--- src/rtl/fpm_pkg.sv ---
// Shared types and field constants for the FP32 multiplier operand sequencer.
package fpm_pkg;

    localparam int unsigned FP_W     = 32;
    localparam int unsigned SIGN_BIT = 31;
    localparam int unsigned EXP_MSB  = 30;
    localparam int unsigned EXP_LSB  = 23;
    localparam int unsigned MAN_W    = 23;

    typedef logic [FP_W-1:0] fp32_t;

    typedef struct packed {
        fp32_t a;
        fp32_t b;
    } fpm_pair_t;

    typedef enum logic [1:0] {
        StIdle,
        StWait,
        StResult
    } seq_state_t;

    // True when either operand is +0 or -0 (sign bit ignored).
    function automatic logic pair_has_zero(fpm_pair_t p);
        return (p.a[EXP_MSB:0] == '0) || (p.b[EXP_MSB:0] == '0);
    endfunction

endpackage

--- src/rtl/fpm_operand_sequencer_if.sv ---
// Operand and result valid/ready streams of the FP32 multiplier sequencer.
interface fpm_operand_sequencer_if;
    import fpm_pkg::*;

    logic  s_valid;
    logic  s_ready;
    fp32_t s_in1;
    fp32_t s_in2;
    logic  m_valid;
    logic  m_ready;
    fp32_t m_result;
    logic  m_overflow;

    modport master (
        output s_valid, s_in1, s_in2, m_ready,
        input  s_ready, m_valid, m_result, m_overflow
    );

    modport slave (
        input  s_valid, s_in1, s_in2, m_ready,
        output s_ready, m_valid, m_result, m_overflow
    );

endinterface

--- src/rtl/fpm_operand_fifo.sv ---
// Synchronous FIFO of operand pairs with occupancy count; DEPTH must be a power of 2.
module fpm_operand_fifo
    import fpm_pkg::*;
#(
    parameter int unsigned DEPTH = 4
) (
    input  logic                         clk,
    input  logic                         reset,
    input  logic                         push,
    input  logic                         pop,
    input  fpm_pair_t                    wdata,
    output fpm_pair_t                    rdata,
    output logic                         full,
    output logic                         empty,
    output logic [$clog2(DEPTH+1)-1:0]   count
);

    localparam int unsigned PtrW = $clog2(DEPTH);
    localparam int unsigned CntW = $clog2(DEPTH + 1);

    fpm_pair_t       mem [DEPTH];
    logic [PtrW-1:0] wptr_q, rptr_q;
    logic [CntW-1:0] cnt_q;
    logic            do_push, do_pop;

    assign full    = (cnt_q == CntW'(DEPTH));
    assign empty   = (cnt_q == '0);
    assign do_push = push && !full;
    assign do_pop  = pop && !empty;
    assign rdata   = mem[rptr_q];
    assign count   = cnt_q;

    always_ff @(posedge clk) begin
        if (do_push) begin
            mem[wptr_q] <= wdata;
        end
    end

    // Pointers wrap naturally because DEPTH is a power of 2.
    always_ff @(posedge clk) begin
        if (reset) begin
            wptr_q <= '0;
            rptr_q <= '0;
            cnt_q  <= '0;
        end else begin
            if (do_push) wptr_q <= wptr_q + PtrW'(1);
            if (do_pop)  rptr_q <= rptr_q + PtrW'(1);
            case ({do_push, do_pop})
                2'b10:   cnt_q <= cnt_q + CntW'(1);
                2'b01:   cnt_q <= cnt_q - CntW'(1);
                default: cnt_q <= cnt_q;
            endcase
        end
    end

endmodule

--- src/rtl/fpm_operand_sequencer.sv ---
// Feeds buffered operand pairs to a fixed-latency FP32 multiplier and collects results.
// Optional FPM_ZERO_BYPASS_EN: pairs with a +/-0 operand complete without using the multiplier.
module fpm_operand_sequencer
    import fpm_pkg::*;
#(
    parameter int unsigned DEPTH        = 4,
    parameter int unsigned MULT_LATENCY = 4
) (
    input  logic                         clk,
    input  logic                         reset,
    fpm_operand_sequencer_if.slave       bus,
    output logic                         mul_enable,
    output fp32_t                        mul_in1,
    output fp32_t                        mul_in2,
    input  fp32_t                        mul_out,
    input  logic                         mul_overflow,
    output logic                         busy,
    output logic [$clog2(DEPTH+1)-1:0]   fifo_count
);

    localparam int unsigned CntW = $clog2(MULT_LATENCY + 1);

    seq_state_t      state_q, state_d;
    logic [CntW-1:0] cnt_q, cnt_d;
    logic            en_q, en_d;
    fp32_t           in1_q, in1_d, in2_q, in2_d;
    fp32_t           res_q, res_d;
    logic            ovf_q, ovf_d;
    logic            mv_q, mv_d;

    logic            fifo_full, fifo_empty, push, pop, bypass;
    fpm_pair_t       head, in_pair;

    assign in_pair     = '{a: bus.s_in1, b: bus.s_in2};
    assign bus.s_ready = !fifo_full;
    assign push        = bus.s_valid && !fifo_full;
    assign pop         = (state_q == StIdle) && !fifo_empty;

`ifdef FPM_ZERO_BYPASS_EN
    assign bypass = pair_has_zero(head);
`else
    assign bypass = 1'b0;
`endif

    fpm_operand_fifo #(
        .DEPTH (DEPTH)
    ) u_fifo (
        .clk   (clk),
        .reset (reset),
        .push  (push),
        .pop   (pop),
        .wdata (in_pair),
        .rdata (head),
        .full  (fifo_full),
        .empty (fifo_empty),
        .count (fifo_count)
    );

    always_ff @(posedge clk) begin
        if (reset) begin
            state_q <= StIdle;
        end else begin
            state_q <= state_d;
        end
    end

    always_comb begin
        state_d = state_q;
        unique case (state_q)
            StIdle:   if (!fifo_empty) state_d = bypass ? StResult : StWait;
            StWait:   if (cnt_q == CntW'(1)) state_d = StResult;
            StResult: if (bus.m_ready) state_d = StIdle;
            default:  state_d = StIdle;
        endcase
    end

    always_comb begin
        cnt_d = cnt_q;
        en_d  = en_q;
        in1_d = in1_q;
        in2_d = in2_q;
        res_d = res_q;
        ovf_d = ovf_q;
        mv_d  = mv_q;
        unique case (state_q)
            StIdle: begin
                if (!fifo_empty) begin
                    if (bypass) begin
                        res_d = '0;
                        ovf_d = 1'b0;
                        mv_d  = 1'b1;
                    end else begin
                        in1_d = head.a;
                        in2_d = head.b;
                        en_d  = 1'b1;
                        cnt_d = CntW'(MULT_LATENCY);
                    end
                end
            end
            StWait: begin
                cnt_d = cnt_q - CntW'(1);
                // Last enable cycle: the multiplier output is valid now.
                if (cnt_q == CntW'(1)) begin
                    res_d = mul_out;
                    ovf_d = mul_overflow;
                    mv_d  = 1'b1;
                    en_d  = 1'b0;
                end
            end
            StResult: begin
                if (bus.m_ready) mv_d = 1'b0;
            end
            default: ;
        endcase
    end

    always_ff @(posedge clk) begin
        if (reset) begin
            cnt_q <= '0;
            en_q  <= 1'b0;
            in1_q <= '0;
            in2_q <= '0;
            res_q <= '0;
            ovf_q <= 1'b0;
            mv_q  <= 1'b0;
        end else begin
            cnt_q <= cnt_d;
            en_q  <= en_d;
            in1_q <= in1_d;
            in2_q <= in2_d;
            res_q <= res_d;
            ovf_q <= ovf_d;
            mv_q  <= mv_d;
        end
    end

    assign mul_enable     = en_q;
    assign mul_in1        = in1_q;
    assign mul_in2        = in2_q;
    assign bus.m_valid    = mv_q;
    assign bus.m_result   = res_q;
    assign bus.m_overflow = ovf_q;
    assign busy           = (state_q != StIdle) || !fifo_empty;

endmodule

--- src/flat_wrapper.sv ---
// flat-port wrapper written by rule: the top's interface ports become plain ports
module fpm_operand_sequencer_flat import fpm_pkg::*;
#(
    parameter int unsigned DEPTH        = 4,
    parameter int unsigned MULT_LATENCY = 4
)
  (clk, reset, mul_enable, mul_in1, mul_in2, mul_out, mul_overflow, busy, fifo_count, bus_s_valid, bus_s_in1, bus_s_in2, bus_m_ready, bus_s_ready, bus_m_valid, bus_m_result, bus_m_overflow);
  fpm_operand_sequencer_if bus_i ();
  input  logic clk;
  input  logic reset;
  output logic mul_enable;
  output fp32_t mul_in1;
  output fp32_t mul_in2;
  input  fp32_t mul_out;
  input  logic mul_overflow;
  output logic busy;
  output logic [$clog2(DEPTH+1)-1:0] fifo_count;
  input wire logic [$bits(bus_i.s_valid)-1:0] bus_s_valid;
  input wire logic [$bits(bus_i.s_in1)-1:0] bus_s_in1;
  input wire logic [$bits(bus_i.s_in2)-1:0] bus_s_in2;
  input wire logic [$bits(bus_i.m_ready)-1:0] bus_m_ready;
  output wire logic [$bits(bus_i.s_ready)-1:0] bus_s_ready;
  output wire logic [$bits(bus_i.m_valid)-1:0] bus_m_valid;
  output wire logic [$bits(bus_i.m_result)-1:0] bus_m_result;
  output wire logic [$bits(bus_i.m_overflow)-1:0] bus_m_overflow;
  assign bus_i.s_valid = bus_s_valid;
  assign bus_i.s_in1 = bus_s_in1;
  assign bus_i.s_in2 = bus_s_in2;
  assign bus_i.m_ready = bus_m_ready;
  assign bus_s_ready = bus_i.s_ready;
  assign bus_m_valid = bus_i.m_valid;
  assign bus_m_result = bus_i.m_result;
  assign bus_m_overflow = bus_i.m_overflow;
  fpm_operand_sequencer #(.DEPTH(DEPTH), .MULT_LATENCY(MULT_LATENCY)) u_core (.clk(clk), .reset(reset), .bus(bus_i), .mul_enable(mul_enable), .mul_in1(mul_in1), .mul_in2(mul_in2), .mul_out(mul_out), .mul_overflow(mul_overflow), .busy(busy), .fifo_count(fifo_count));
endmodule
--- config.mk ---
export PLATFORM = sky130hd
export DESIGN_NAME = fpm_operand_sequencer_flat
export DESIGN_NICKNAME = d
export VERILOG_FILES = /design/src/rtl/fpm_pkg.sv /design/src/rtl/fpm_operand_sequencer_if.sv /design/src/rtl/fpm_operand_fifo.sv /design/src/rtl/fpm_operand_sequencer.sv /design/src/flat_wrapper.sv
export SDC_FILE = /design/constraint.sdc
export NUM_CORES = 1
export LEC_CHECK = 0
export ABC_CLOCK_PERIOD_IN_PS = 6550
export CAP_MARGIN = 20
export CORE_ASPECT_RATIO = 0.5
export CORE_MARGIN = 10
export CORE_UTILIZATION = 49
export CTS_CLUSTER_SIZE = 40
export DETAILED_ROUTE_END_ITERATION = 6
export PLACE_DENSITY = 0.82
export SYNTH_ARGS = -nofsm -noshare
export SYNTH_HDL_FRONTEND = slang
export SYNTH_SLANG_ARGS = --single-unit
--- constraint.sdc ---
create_clock -name clk -period 6.55 [get_ports clk]
set_clock_uncertainty 0.1 [all_clocks]
set_input_delay 0.655 -clock clk [delete_from_list [all_inputs] [get_ports clk]]
set_output_delay 0.655 -clock clk [all_outputs]
set_load 0.005 [all_outputs]
==> results.cfg <==
[status]
run_status = completed

[yosys]
syn_avg_cell_area_sq_um = 18.50
synth_nets = 817
ys.flop_type = edfxtp_1
yosysWarnings = 0
synthTopCellsByArea = edfxtp_1 (59%), dfxtp_1 (17%), mux4_2 (11%)
yosys-top-cells-count = edfxtp_1 (256), dfxtp_1 (111), nand2_1 (70)
synth_top_area_share_pct = 58.69
synth_edf_count = 256
yosysUniqueCellTypes = 39
ys_seq_elements = 367
synth_area_leader_cell = edfxtp_1
synth_area_sq_mm = 0.01310
synthArstFlopShare_pct = 0
synthCells = 708
synth_most_common_cell = edfxtp_1
synth-seq-area-share_pct = 75.66

[die]
num_io_pins = 205
die_x_microns = 251.2
core_sq_mm = 0.02638
std_cell_rows = 42
die-area_sq_mm = 0.03407
initial_utilization_pct = 49.65
die_h_microns = 135.6

[routing]
avgViaCountPerCell = 5.443
drt_iter0_drc = 520
first_pass_iters = 5
post_drt_wl_per_cell_microns = 22.77
routed_wl_microns = 29170
drc = 0
vias = 6973
postRouteAntennaNets = 0

[pwr]
power.leakage_nw = 5.323
vdd_drop_max_uv = 229.7
p_total_mw = 6.345
power_density_mw_per_mm2 = 389.1

[setup_path]
cp_slowest_stage_delay_ns = 0.51
cp-start-kind = register
arrival_ns = 1.99
critPathSlowestCell = or3b_1
worstSetupEndpointType = primary output
crit_fanout = 10
crit_chain = or3b_1, clkdlybuf4s50_1
crit_type = register to primary output
critical_path_required_ns = 5.79

[cells_and_area]
stdcell_count = 1281
fin_util_pct = 61.81
areaGrowthSynthToFinish_pct = 24.50
num-nets-final = 1014
n_antenna_cell = 0
drive_gt1_share_pct = 13.24

[hold_path]
hold_path.class = register to register

[clocking]
post_cts_buffers = 0
clk_pin_slew_worst_paths_ns = 0.07
clk_latency_ns = 0.57
clock_path_buffers = 3
clock-sinks = 367
tritoncts = done
clockRootBuffer = clkbuf_16
cts_buffers = 30
cts_resized = 0
cts_hold_buf = 0
htree_levels = 1

[placement]
placedCellCount = 1225
routabilityCongestion = 0.7577
place_ws_ns = 3.707
io_buffers = 204
place_hpwl_microns = 17940

[global_routing]
grt_pass1_wl_microns = 43900
grt_pass1_vias = 7236
grt_max_degree = 67
antenna_found_initial = 3
grt-ovfl-total = 0
grt_use_total_pct = 16.63

[sta]
drv_slew = 0
setup_viol = 0
final.setup.worst_slack_ns = 3.801
fmax_ghz = 0.3638
tightest_slew_ns = 1.019
finalHoldViolCount = 0
slew_headroom_pct = 32.07
rsz0062_at_grt = false
final.min_clock_period_ns = 2.749
fin_crit_sh_pct = 41.97
fin_tns_setup_ns = 0

[job]
maxCapViolations = 0
logic make-up (layout without fill, tap and decap cells):
family / after synthesis / in the layout / synth area share [%]
DFF: 367 / 367 / 75.66
and+or+nand+nor: 98 / 98 / 3.487
buffers and inverters: 51 / 272 / 2.245
adders and majority gates: 8 / 8 / 0.8215
muxes: 65 / 65 / 11.08
xor gates and xnor gates: 2 / 2 / 0.1338
AOI/OAI and AO/OA: 117 / 117 / 6.573
flip-flops by register name (all words and copies together) (netlist names), 2 cells and up:
signal,cells
u_core.u_fifo.rptr_q,2
u_core.mul_in2,32
u_core.u_fifo.count,3
u_core.cnt_q,3
u_core.mul_in1,32
u_core.u_fifo.wptr_q,2
u_core.state_q,2
u_core.u_fifo.mem,256
u_core.bus.m_result,32
layout by cell type (no fill, tap or decap), types with 3 or more instances in the layout:
cell type	count
dfxtp_1	109
or3_1	3
clkinv_2	4
mux4_2	64
o21ai_0	4
nand2_1	70
clkdlybuf4s50_1	203
and3_4	4
clkbuf_8	5
clkbuf_1	13
a21oi_1	41
inv_1	7
a22o_1	65
buf_4	5
edfxtp_1	256
nor2_1	6
clkbuf_16	30
ha_1	7
power breakdown:
part	internal, mW	switching, mW
logic	0.858	0.648
clock network	0.909	0.793
registers	2.86	0.277
final timing paths:
kind                                               from  depth (start not counted)  slack (ns)                 endpoint
worst min register to register  u_core.bus.m_result[20]                          2        0.36  u_core.bus.m_result[20]
worst max register to register  u_core.u_fifo.rptr_q[0]                          3        4.05       u_core.mul_in2[11]
worst max-delay path             u_core.u_fifo.count[2]                          2        3.80              bus_s_ready
worst min-delay path            u_core.bus.m_result[20]                          2        0.36  u_core.bus.m_result[20]
critical path, delay by kind of cell, from the launching register on:
kind / cells / cell delay [ns]
and+or+nand+nor: 1 / 0.51
buffers and inverters: 1 / 0.51
DFF: 1 / 0.42
routing by layer:
| layer | vias to the layer above | global-route usage, % | wire length, microns |
|---|---|---|---|
| met5 | - | 0 | 45 |
| met4 | 6 | 4.451 | 739 |
| met3 | 58 | 3.907 | 1293 |
| met2 | 153 | 31.43 | 16310 |
| met1 | 3580 | 18.65 | 10780 |
| li1 | 3176 | - | - |
through the flow:
step	hold WS, ns	area (sq um)
after floorplan	0.3527	13100
after global placement	0.3419	15390
after detailed placement	0.3459	15390
after CTS	0.3554	16310
after global routing	0.3793	16310
final	0.3550	16310
final cells by class:
cell class | instances | area [sq um]
Clock buffer | 48 | 868.3
Clock inverter | 8 | 51.30
Fill cell | 1822 | 10070
Inverter | 7 | 26.28
Multi-Input combinational cell | 290 | 2929
Sequential cell | 367 | 9917
Tap cell | 352 | 440.4
Timing Repair Buffer | 209 | 2074
Power figures use the tool's default switching activity.
